[src/rtl/mem_copy_engine.sv]
// mem_copy_engine -- streaming block copy between two memory ports.
//
// Copies len words from [src_base, src_base+len) on the source read port to
// [dst_base, dst_base+len) on the destination write port, in ascending order.
// One read is issued per cycle. Each write is aligned combinationally with
// the matching rd_data, which arrives READ_LATENCY cycles after its read.
// Addresses wrap modulo 2^ADDR_W.
//
// Ports:
//   clk, rst         clock, asynchronous active-high reset
//   start            single-cycle request, sampled only in IDLE
//   src_base         first source word address
//   dst_base         first destination word address
//   len              number of words (0 completes immediately)
//   data_width       precision tag, latched at start
//   busy             high while reads are issued and returns are draining
//   done             one-cycle pulse after the last write
//   rd_en, rd_addr   source read request
//   rd_data_width    latched precision tag for the source port
//   rd_data          source data, valid READ_LATENCY cycles after rd_en
//   wr_en            destination write enable
//   wr_chip_en       destination chip enable (same as wr_en)
//   wr_addr, wr_data destination write address and data
//   wr_data_width    latched precision tag for the destination port

package mem_copy_pkg;
    typedef enum logic [1:0] {
        HALF   = 2'd0,
        SINGLE = 2'd1,
        DOUBLE = 2'd2
    } DataWidth_t;
endpackage

module mem_copy_engine
    import mem_copy_pkg::*;
#(
    parameter int ADDR_W       = 16,
    parameter int DATA_W       = 16,
    parameter int LEN_W        = 16,
    parameter int READ_LATENCY = 2
) (
    input  logic              clk,
    input  logic              rst,
    input  logic              start,
    input  logic [ADDR_W-1:0] src_base,
    input  logic [ADDR_W-1:0] dst_base,
    input  logic [LEN_W-1:0]  len,
    input  DataWidth_t        data_width,
    output logic              busy,
    output logic              done,
    output logic              rd_en,
    output logic [ADDR_W-1:0] rd_addr,
    output DataWidth_t        rd_data_width,
    input  logic [DATA_W-1:0] rd_data,
    output logic              wr_en,
    output logic              wr_chip_en,
    output logic [ADDR_W-1:0] wr_addr,
    output logic [DATA_W-1:0] wr_data,
    output DataWidth_t        wr_data_width
);

    typedef enum logic [1:0] {
        IDLE  = 2'd0,
        ISSUE = 2'd1,
        DRAIN = 2'd2,
        DONE  = 2'd3
    } state_t;

    state_t            state;
    state_t            state_nxt;
    logic [ADDR_W-1:0] src_q;
    logic [ADDR_W-1:0] dst_q;
    logic [LEN_W-1:0]  len_q;
    DataWidth_t        dw_q;
    logic [LEN_W-1:0]  issue_cnt;
    logic [LEN_W-1:0]  retire_cnt;

    // One valid bit per outstanding read; bit READ_LATENCY-1 lines up with
    // the cycle in which the memory presents that read's data.
    logic [READ_LATENCY-1:0] vld_p;
    logic                    head;

    assign head = vld_p[READ_LATENCY-1];

    // State, latched request and counters
    always_ff @(posedge clk or posedge rst) begin
        if (rst) begin
            state      <= IDLE;
            src_q      <= '0;
            dst_q      <= '0;
            len_q      <= '0;
            dw_q       <= HALF;
            issue_cnt  <= '0;
            retire_cnt <= '0;
            vld_p      <= '0;
        end else begin
            state <= state_nxt;
            if (state == IDLE && start) begin
                src_q      <= src_base;
                dst_q      <= dst_base;
                len_q      <= len;
                dw_q       <= data_width;
                issue_cnt  <= '0;
                retire_cnt <= '0;
            end else begin
                if (rd_en) begin
                    issue_cnt <= issue_cnt + LEN_W'(1);
                end
                if (head) begin
                    retire_cnt <= retire_cnt + LEN_W'(1);
                end
            end
            vld_p[0] <= rd_en;
            for (int i = 1; i < READ_LATENCY; i++) begin
                vld_p[i] <= vld_p[i-1];
            end
        end
    end

    // Next state and control outputs
    always_comb begin
        state_nxt = state;
        busy      = 1'b0;
        done      = 1'b0;
        rd_en     = 1'b0;
        case (state)
            IDLE: begin
                if (start) begin
                    state_nxt = (len == '0) ? DONE : ISSUE;
                end
            end
            ISSUE: begin
                busy  = 1'b1;
                rd_en = 1'b1;
                if (issue_cnt == len_q - LEN_W'(1)) begin
                    state_nxt = DRAIN;
                end
            end
            DRAIN: begin
                busy = 1'b1;
                // The last write always lands here: it trails the last
                // read by at least one cycle.
                if (head && retire_cnt == len_q - LEN_W'(1)) begin
                    state_nxt = DONE;
                end
            end
            DONE: begin
                done      = 1'b1;
                state_nxt = IDLE;
            end
            default: begin
                state_nxt = IDLE;
            end
        endcase
    end

    // Address/data buses are forced to zero when their strobe is low so the
    // ports idle at their reset values.
    assign rd_addr       = rd_en ? src_q + ADDR_W'(issue_cnt) : '0;
    assign wr_en         = head;
    assign wr_chip_en    = head;
    assign wr_addr       = head ? dst_q + ADDR_W'(retire_cnt) : '0;
    assign wr_data       = head ? rd_data : '0;
    assign rd_data_width = dw_q;
    assign wr_data_width = dw_q;

endmodule
[config.mk]
export PLATFORM = sky130hd
export DESIGN_NAME = mem_copy_engine
export DESIGN_NICKNAME = d
export VERILOG_FILES = /design/src/rtl/mem_copy_engine.sv
export SDC_FILE = /design/constraint.sdc
export NUM_CORES = 1
export LEC_CHECK = 0
export CAP_MARGIN = 20
export CORE_MARGIN = 2
export CORE_UTILIZATION = 40
export CTS_BUF_LIST = sky130_fd_sc_hd__clkbuf_8 sky130_fd_sc_hd__clkbuf_16
export CTS_CLUSTER_SIZE = 20
export DETAILED_ROUTE_END_ITERATION = 6
export HOLD_SLACK_MARGIN = 0.15
export PLACE_DENSITY = 0.67
export SLEW_MARGIN = 20
export SYNTH_ARGS = -nofsm -noshare
export SYNTH_HDL_FRONTEND = slang
export SYNTH_SLANG_ARGS = --single-unit
[constraint.sdc]
create_clock -name clk -period 2.9 [get_ports clk]
set_clock_uncertainty 0.05 [all_clocks]
set_input_delay 0.725 -clock clk [delete_from_list [all_inputs] [get_ports clk]]
set_output_delay 0.725 -clock clk [all_outputs]
set_load 0.01 [all_outputs]
==> flow_results.org, run 1 <==
** Power
- Leakage component of the power :: 0.00436 uW
- Maximum ir drop on the vdd rail :: 0.509 mV
- Total chip power :: 7990 uW
- Power density relative to cell area :: 892 mW/mm^2

** Synth
- The largest total area in the synthesized netlist belongs to dfrtp_1.
- In the synthesized netlist the async set-or-reset flop fraction comes to 100%.
- In this run the mean area of a mapped cell was 8.18 um^2.
- Gate count after technology mapping :: 744
- Ys flop type :: dfrtp_1
- Synth warn :: 0
- The number of nets in the synthesized netlist is 853.
- After synthesis, the largest area contributor takes up 35.4% of total cell area.
- By area the synthesized netlist is led by dfrtp_1, nand2_1, ha_1.
- Seq/Total Area, Yosys :: 35.4%
- The synthesized design contains 0 enable-type register cells.
- Post-synthesis cell area :: 0.00608 mm^2
- Post-synthesis register bit count :: 86
- In this run, distinct cell masters in the synthesized netlist total 61.

** Finish
- Total inserted antenna cells :: 0
- The layout has 1341 filler cells.
- The post-route netlist has 24.2% of its cells at a drive strength greater than 1.
- Cells fill 59.6% of the core in the end.
- The net count of the finished layout is 1087.
- Leaving out fill and tap cells, the most frequent cells in the layout are nand2_1, buf_4, clkdlybuf4s50_1.
- Area delta synth->final :: 47.3%
- The finished cells cover 0.00896 mm^2.
- Commonest non-fill, non-tap cell in the layout :: nand2_1

** Drt
- Once detail routing completed, the nets flagged for antenna violations numbered 0.
- Wires add up to 17600 um.
- After detailed routing, the number of remaining DRC violations is 0.
- Detailed routing inserted a total of 5970 vias.
- Initial DRC count :: 335
- Via/cell ratio :: 5.10
- Router iterations before antenna repair :: 5
- Dividing the detail-routed wire length by the instance count gives 15.0 um.

** Clocking
- TritonCTS created 9 clock buffers.
- Clock latency on the worst-skew pair :: 360 ps
- Clock-pin slew of the registers on the worst-case setup and hold paths :: 60 ps
- CTS tree :: built
- Clock buffer depth :: 2
- For this design, the sink count on the clock tree is 86.
- Htree depth :: 3
- In this run the clock root is driven by a clkbuf_16.

** Die
- The initial utilization of the core area, before any placement, comes to 40.5%.
- Die Wd :: 127 um
- Num ports :: 126
- The die covers 0.0162 mm^2.
- The core region is 0.0150 mm^2.
- Vertical die dimension :: 127 um
- After floorplanning, the core was divided into 45 placement rows.

** Timing
- Setup repair after global routing missed its margin :: yes
- The hold violation total from the final report came to 0.
- Final Cycle Share :: 120%
- Worst Hold Margin :: 300 ps
- The worst pin sits at a relative slew slack of 62.4%.
- Final Critical Period :: 3480 ps
- Setup violations remaining at the end of the flow were counted as 21.
- At the pin with the least slew margin, the transition time is 564 ps.
- Setup slack on the critical path of the routed design comes to -584 ps.
- Max Freq :: 287 MHz
- The max-slew violation total from the final report came to 0.

** Place
- RePlAce Congestion :: 0.953
- Detail Placement HPWL :: 12800 um
- In this run the cell area measured after placement is 0.00842 mm^2.
- Port Buffer Count :: 125

** Setup path
- Worst Path Class, Setup :: flop to output port
- Data arrives at the worst endpoint at 2710 ps.
- STA classifies the critical path startpoint as a flop.
- For this run, the slowest stage of the critical path takes 380 ps.
- The slowest stage of the critical path is the dfrtp_1 cell.
- The signal on the critical path passes through ha_2, fa_2, a21o_1, a21oi_2, o21bai_2, a221oi_2, a211o_1, buf_4, xor2_1, nor2_1, buf_2.
- Worst path required time :: 2120 ps
- STA classifies the critical path endpoint as an output port.
- Of all nets on the critical path, the largest fanout is 2.

** Job
- Across the run, the number of max-cap violations was 0.

** Global route
- The total overflow left after global routing is 0.
- Wire length of the first global-routing pass :: 28400 um
- Pin count of the biggest net entering global routing :: 75
- Number of global-route vias before repair :: 5814
- The initial antenna violation count came to 0.
- Across every metal layer, demand over resource in global routing totals 22.0%.

** Run status
- The checks that failed: negative setup slack.
- Outcome :: finished, violations left

** Hold path
- Hold/Removal Path Class :: flop to flop
## sequential cells by signal, summed over array words and instances (netlist names)
signal         cells
vld_p              2
issue_cnt         16
state              2
src_q             16
retire_cnt        16
rd_data_width      2
len_q             16
dst_q             16
## Yosys cell counts, types with 3 or more instances
cell type,n
nand2_1,175
dfrtp_1,86
nor2_1,77
xor2_1,39
ha_1,38
xnor2_1,35
a21oi_1,31
clkbuf_1,24
and2_1,23
o21ai_0,22
inv_1,20
nand4_1,17
nor3_1,16
a21o_1,14
or3_1,11
and3_1,10
nor4_1,8
nor2b_1,7
nand3_1,6
o21ai_1,6
a31oi_1,5
mux2i_1,5
or4_1,5
o21bai_1,4
buf_1,3
buf_4,3
nand2b_1,3
o22ai_1,3
## metrics by stage
step           TNS [ps]  std cells  setup WS (ps)
3_3_place_gp      -6780       1139           -552
2_1_floorplan      -222        744           -107
6_report          -7850       1171           -584
4_1_cts           -8060       1167           -568
5_1_grt          -10860       1171           -734
3_5_place_dp      -7460       1139           -594
## power breakdown
| group | internal (uW) | switching [uW] | total (uW) |
|---|---|---|---|
| clock | 750 | 499 | 1250 |
| sequential | 1610 | 320 | 1930 |
| combinational | 2330 | 2480 | 4810 |
## cells by family (layout without fill, tap and decap cells)
| family | count (synthesis) | after routing | share of synthesized area [%] |
|---|---|---|---|
| compound gates | 107 | 107 | 11.2 |
| xor+xnor | 76 | 76 | 11.4 |
| fa+ha+maj | 40 | 40 | 8.47 |
| buf+inv | 55 | 294 | 3.78 |
| flops | 86 | 86 | 35.4 |
| mux | 5 | 5 | 0.823 |
| simple gates | 375 | 375 | 29.0 |
## worst paths after layout
kind	start	end	slack, ps	cells past startpoint
max in group asynchronous	rst	len_q[6]$_DFFE_PP0P_	1450	3
min in group asynchronous	rst	dst_q[12]$_DFFE_PP0P_	640	2
min reg2reg	vld_p[0]$_DFF_PP0_	vld_p[1]$_DFF_PP0_	300	0
max reg2reg	len_q[0]$_DFFE_PP0P_	state[0]$_DFFE_PP0P_	10	10
max	issue_cnt[0]$_DFFE_PP0P_	rd_addr[12]	-580	11
min	vld_p[0]$_DFF_PP0_	vld_p[1]$_DFF_PP0_	300	0
## area by class of cell
type	instances	area, um^2	share of cell area [%]
flip-flops and latches	86	2160	24.1
multi-input cells	603	4010	44.8
inverters	20	78.8	0.880
repair buffers	258	2170	24.2
well taps	188	235	2.62
clock buffers	9	225	2.51
clock inverters	7	87.6	0.977
## critical path: cells and delay by family (launching register included)
family,cells,cell delay (ps)
AOI/OAI and AO/OA,5,970
adders and majority gates,2,540
DFF,1,380
xor gates and xnor gates,1,140
and+or+nand+nor,1,50
buffers and inverters,2,260
## metal layers
layer	vias to the layer above	global-route usage, %	wire, um
met5	-	0	0
li1	2995	-	-
met2	131	36.9	8530
met3	31	3.56	663
met1	2813	28.3	7870
met4	0	9.44	496
## repair_timing
item                       CTS  global route
hold buffers                 0             0
pin swaps                   46            29
gates resized for setup    127            25
setup endpoints to repair   31            28
setup buffers               16             8
Note: power is estimated with default switching activity, not from simulation.
==> run 2: changes to the inputs <==
--- a/config.mk
+++ b/config.mk
@@ -8,12 +8,10 @@
 export CAP_MARGIN = 20
 export CORE_MARGIN = 2
 export CORE_UTILIZATION = 40
-export CTS_BUF_LIST = sky130_fd_sc_hd__clkbuf_8 sky130_fd_sc_hd__clkbuf_16
 export CTS_CLUSTER_SIZE = 20
 export DETAILED_ROUTE_END_ITERATION = 6
+export DONT_BUFFER_PORTS = 1
 export HOLD_SLACK_MARGIN = 0.15
-export PLACE_DENSITY = 0.67
-export SLEW_MARGIN = 20
 export SYNTH_ARGS = -nofsm -noshare
 export SYNTH_HDL_FRONTEND = slang
 export SYNTH_SLANG_ARGS = --single-unit
==> run 2 against run 1 <==
The flow still finishes with violations (negative setup slack). Setup slack better by 17 ps. Clock power fell by 6%. Critical path depth decreased by 1. Non-clock buffer count down 147. Largest power group unchanged. Highest routed layer unchanged.
==> flow_results.org, run 2 (synthesis results as in run 1) <==
** Drt
- The DRC violations left is 0 (unchanged).
- The number of iterations in the first detailed-routing pass was 5 (unchanged).
- The number of vias per cell is 5.45 (+7.0%).
- The remaining number of nets flagged by the antenna check after routing came to 0 (unchanged).
- The number of DRC markers after the initial detailed-route iteration was 251 (-25%).
- Vias :: 5578 (-6.6%)
- The final wirelength came to 18400 um (+4.7%).
- Per-cell routed wire length :: 18.0 um (+20%)

** Finish
- Commonest non-fill, non-tap cell in the layout :: nand2_1
- Final design instance area without fill :: 0.00778 mm^2 (-13%)
- Final standard cell count with taps included and fillers excluded :: 1023 (-13%)
- The area of combinational cells with multiple inputs came to 0.00414 mm^2 (+3.1%).
- Leading cell types in the layout, fill and taps excluded :: nand2_1, buf_4, dfrtp_1
- Total inserted antenna cells :: 0 (unchanged)
- The sequential cell area in the final layout was 0.00215 mm^2 (about the same).
- The share of the core filled with cells in the final layout is 51.8% (-7.8 points).
- Final layout net count :: 940 (-14%)
- The number of inserted filler cells in the final layout came to 1380 (+2.9%).
- The fraction of layout cells with a size suffix above 1 is 25.5% (+1.3 points).
- From synthesis to final layout, the design area changed by 28.0%.

** Hold path
- The tightest min-delay check is of the input port to async pin type.

** Global route
- The initial antenna violation count is 0 (unchanged).
- Remaining Overflow, GRT :: 0 (unchanged)
- Number of global-route vias before repair :: 5765 (-0.84%)
- The largest net degree at the start of global routing came to 72 (-4.0%).
- Global Route Usage Sum :: 23.0% (+0.99 points)
- Wire length of the first global-routing pass :: 29300 um (+3.3%)

** Setup path
- Critical Path Sink Type :: output port
- The signal arrival time at the worst endpoint was 2690 ps (-20 ps).
- The delay of the slowest critical-path stage came to 410 ps (+30 ps).
- The count of buffer and inverter cells on the critical path came to 0 (-2).
- Worst Path Class, Setup :: flop to output port
- Among all stages on the critical path, the largest delay is contributed by dfrtp_1.
- Critical-path maximum fanout :: 2 (unchanged)
- The endpoint required time on the critical path is 2120 ps (about the same).
- Crit path cell chain :: ha_4, fa_2, a21o_1, a21oi_2, o21bai_2, a221oi_2, a211o_1, o21ai_1, xnor2_1, nor2_2
- STA classifies the critical path startpoint as a flop.
- Largest delay contributor family on the critical path :: compound AO/OA/AOI/OAI gates

** Timing
- The post-layout worst setup margin is -567 ps (+17.4 ps).
- Headroom to the max-slew limit :: 63.3% (+0.92 points)
- Total count of max-transition violations in the final report :: 0 (unchanged)
- The slew of the pin with the lowest slew margin came to 549 ps (-14.5 ps).
- The final cycle utilization of the critical path was 120% (-0.60 points).
- Final hold violation count :: 0 (unchanged)
- The minimum clock period after layout was 3470 ps (-17.4 ps).
- The highest clock rate was 288 MHz (+0.50%).
- The final count of negative-setup-slack endpoints was 22 (+4.8%).
- Setup repair after global routing missed its margin :: yes

** Die
- The overall die width is 127 um (unchanged).
- Core area :: 0.0150 mm^2 (unchanged)
- The I/O pin count is 126 (unchanged).
- Area enclosed by the die boundary :: 0.0162 mm^2 (unchanged)
- The count of standard-cell rows is 45 (unchanged).
- Starting utilization of the core area :: 40.5% (unchanged)
- The die boundary height was 127 um (unchanged).

** Clocking
- The maximum buffer depth of the clock tree was 2 (unchanged).
- Clock-pin slew of the registers on the worst-case setup and hold paths :: 60 ps (about the same)
- TritonCTS built the clock tree.
- The deepest level of the CTS H-tree is 3 (unchanged).
- CTS buffer count :: 9 (unchanged)
- CTS placed an instance of clkbuf_16 at the clock tree root.
- Clock latency on the worst-skew pair :: 360 ps (about the same)
- Clock Sink Count :: 86 (unchanged)

** Place
- The global placer's final weighted congestion was 0.885 (-7.1%).
- The number of cells after detailed placement was 988 (-13%).
- Port Buffer Count :: 0 (-100%)
- Worst slack at placement :: -248 ps (+347 ps)
- The placed wire-length estimate came to 13300 um (+3.6%).
- The placed instance area was 0.00699 mm^2 (-17%).

** Power
- Power density relative to cell area :: 966 mW/mm^2 (+8.3%)
- Total chip power :: 7520 uW (-5.9%)
- Maximum ir drop on the vdd rail :: 0.516 mV (+1.3%)
- The static leakage is 0.00373 uW (-14%).

** Run status
- Failing checks :: negative setup slack
- The run finished, with violations left.

** Job
- MaxCap Viol Count :: 0 (unchanged)
==> run 2: area by class of cell <==
type	count	area share (%)
Clock buffer	14	3.26
Inverter	20	1.01
Clock inverter	1	0.386
Timing Repair Buffer	111	11.5
Tap cell	188	3.02
Multi-Input combinational cell	603	53.1
Sequential cell	86	27.7
==> run 2: worst paths after layout <==
kind | start | endpoint | cells past startpoint | slack, ps
worst max-delay path | dst_q[0]$_DFFE_PP0P_ | wr_addr[14] | 10 | -570
worst min-delay path | rst | dst_q[12]$_DFFE_PP0P_ | 1 | 190
min in group clk | vld_p[0]$_DFF_PP0_ | vld_p[1]$_DFF_PP0_ | 0 | 300
max in group asynchronous | rst | len_q[0]$_DFFE_PP0P_ | 2 | 1870
worst max register to register | len_q[0]$_DFFE_PP0P_ | state[1]$_DFFE_PP0P_ | 10 | -70
worst min register to register | vld_p[0]$_DFF_PP0_ | vld_p[1]$_DFF_PP0_ | 0 | 300
==> run 2: through the flow <==
step	setup TNS (ps)	hold WS [ps]
floorplan	-222	281
global placement	-656	292
detailed placement	-1280	286
CTS	-6400	204
global route	-8590	224
finish	-6560	193
==> run 2: metal layers <==
layer	share of wire [%]	wire (um)	global-route usage, %	up-vias
li1	-	-	-	2689
met3	3.8	704	3.77	28
met1	44	8080	29.4	2733
met2	49	9050	39.3	128
met5	0	0	0	-
met4	3.0	553	8.60	0
==> run 2: repair_timing <==
item | in CTS | in global routing
resized for setup | 46 | 36
pin swaps | 42 | 36
cloned | 0 | 0
endpoints found under the setup margin | 22 | 24
hold buffers | 0 | 0
buffers inserted | 23 | 10
==> run 2: power breakdown <==
part / switching, uW / total [uW] / leakage (uW) / internal [uW]
registers: 342 / 1950 / 0.00111 / 1610
logic: 2500 / 4380 / 0.00249 / 1890
clock network: 493 / 1180 / 0.000137 / 689
total: 3330 / 7520 / 0.00373 / 4180
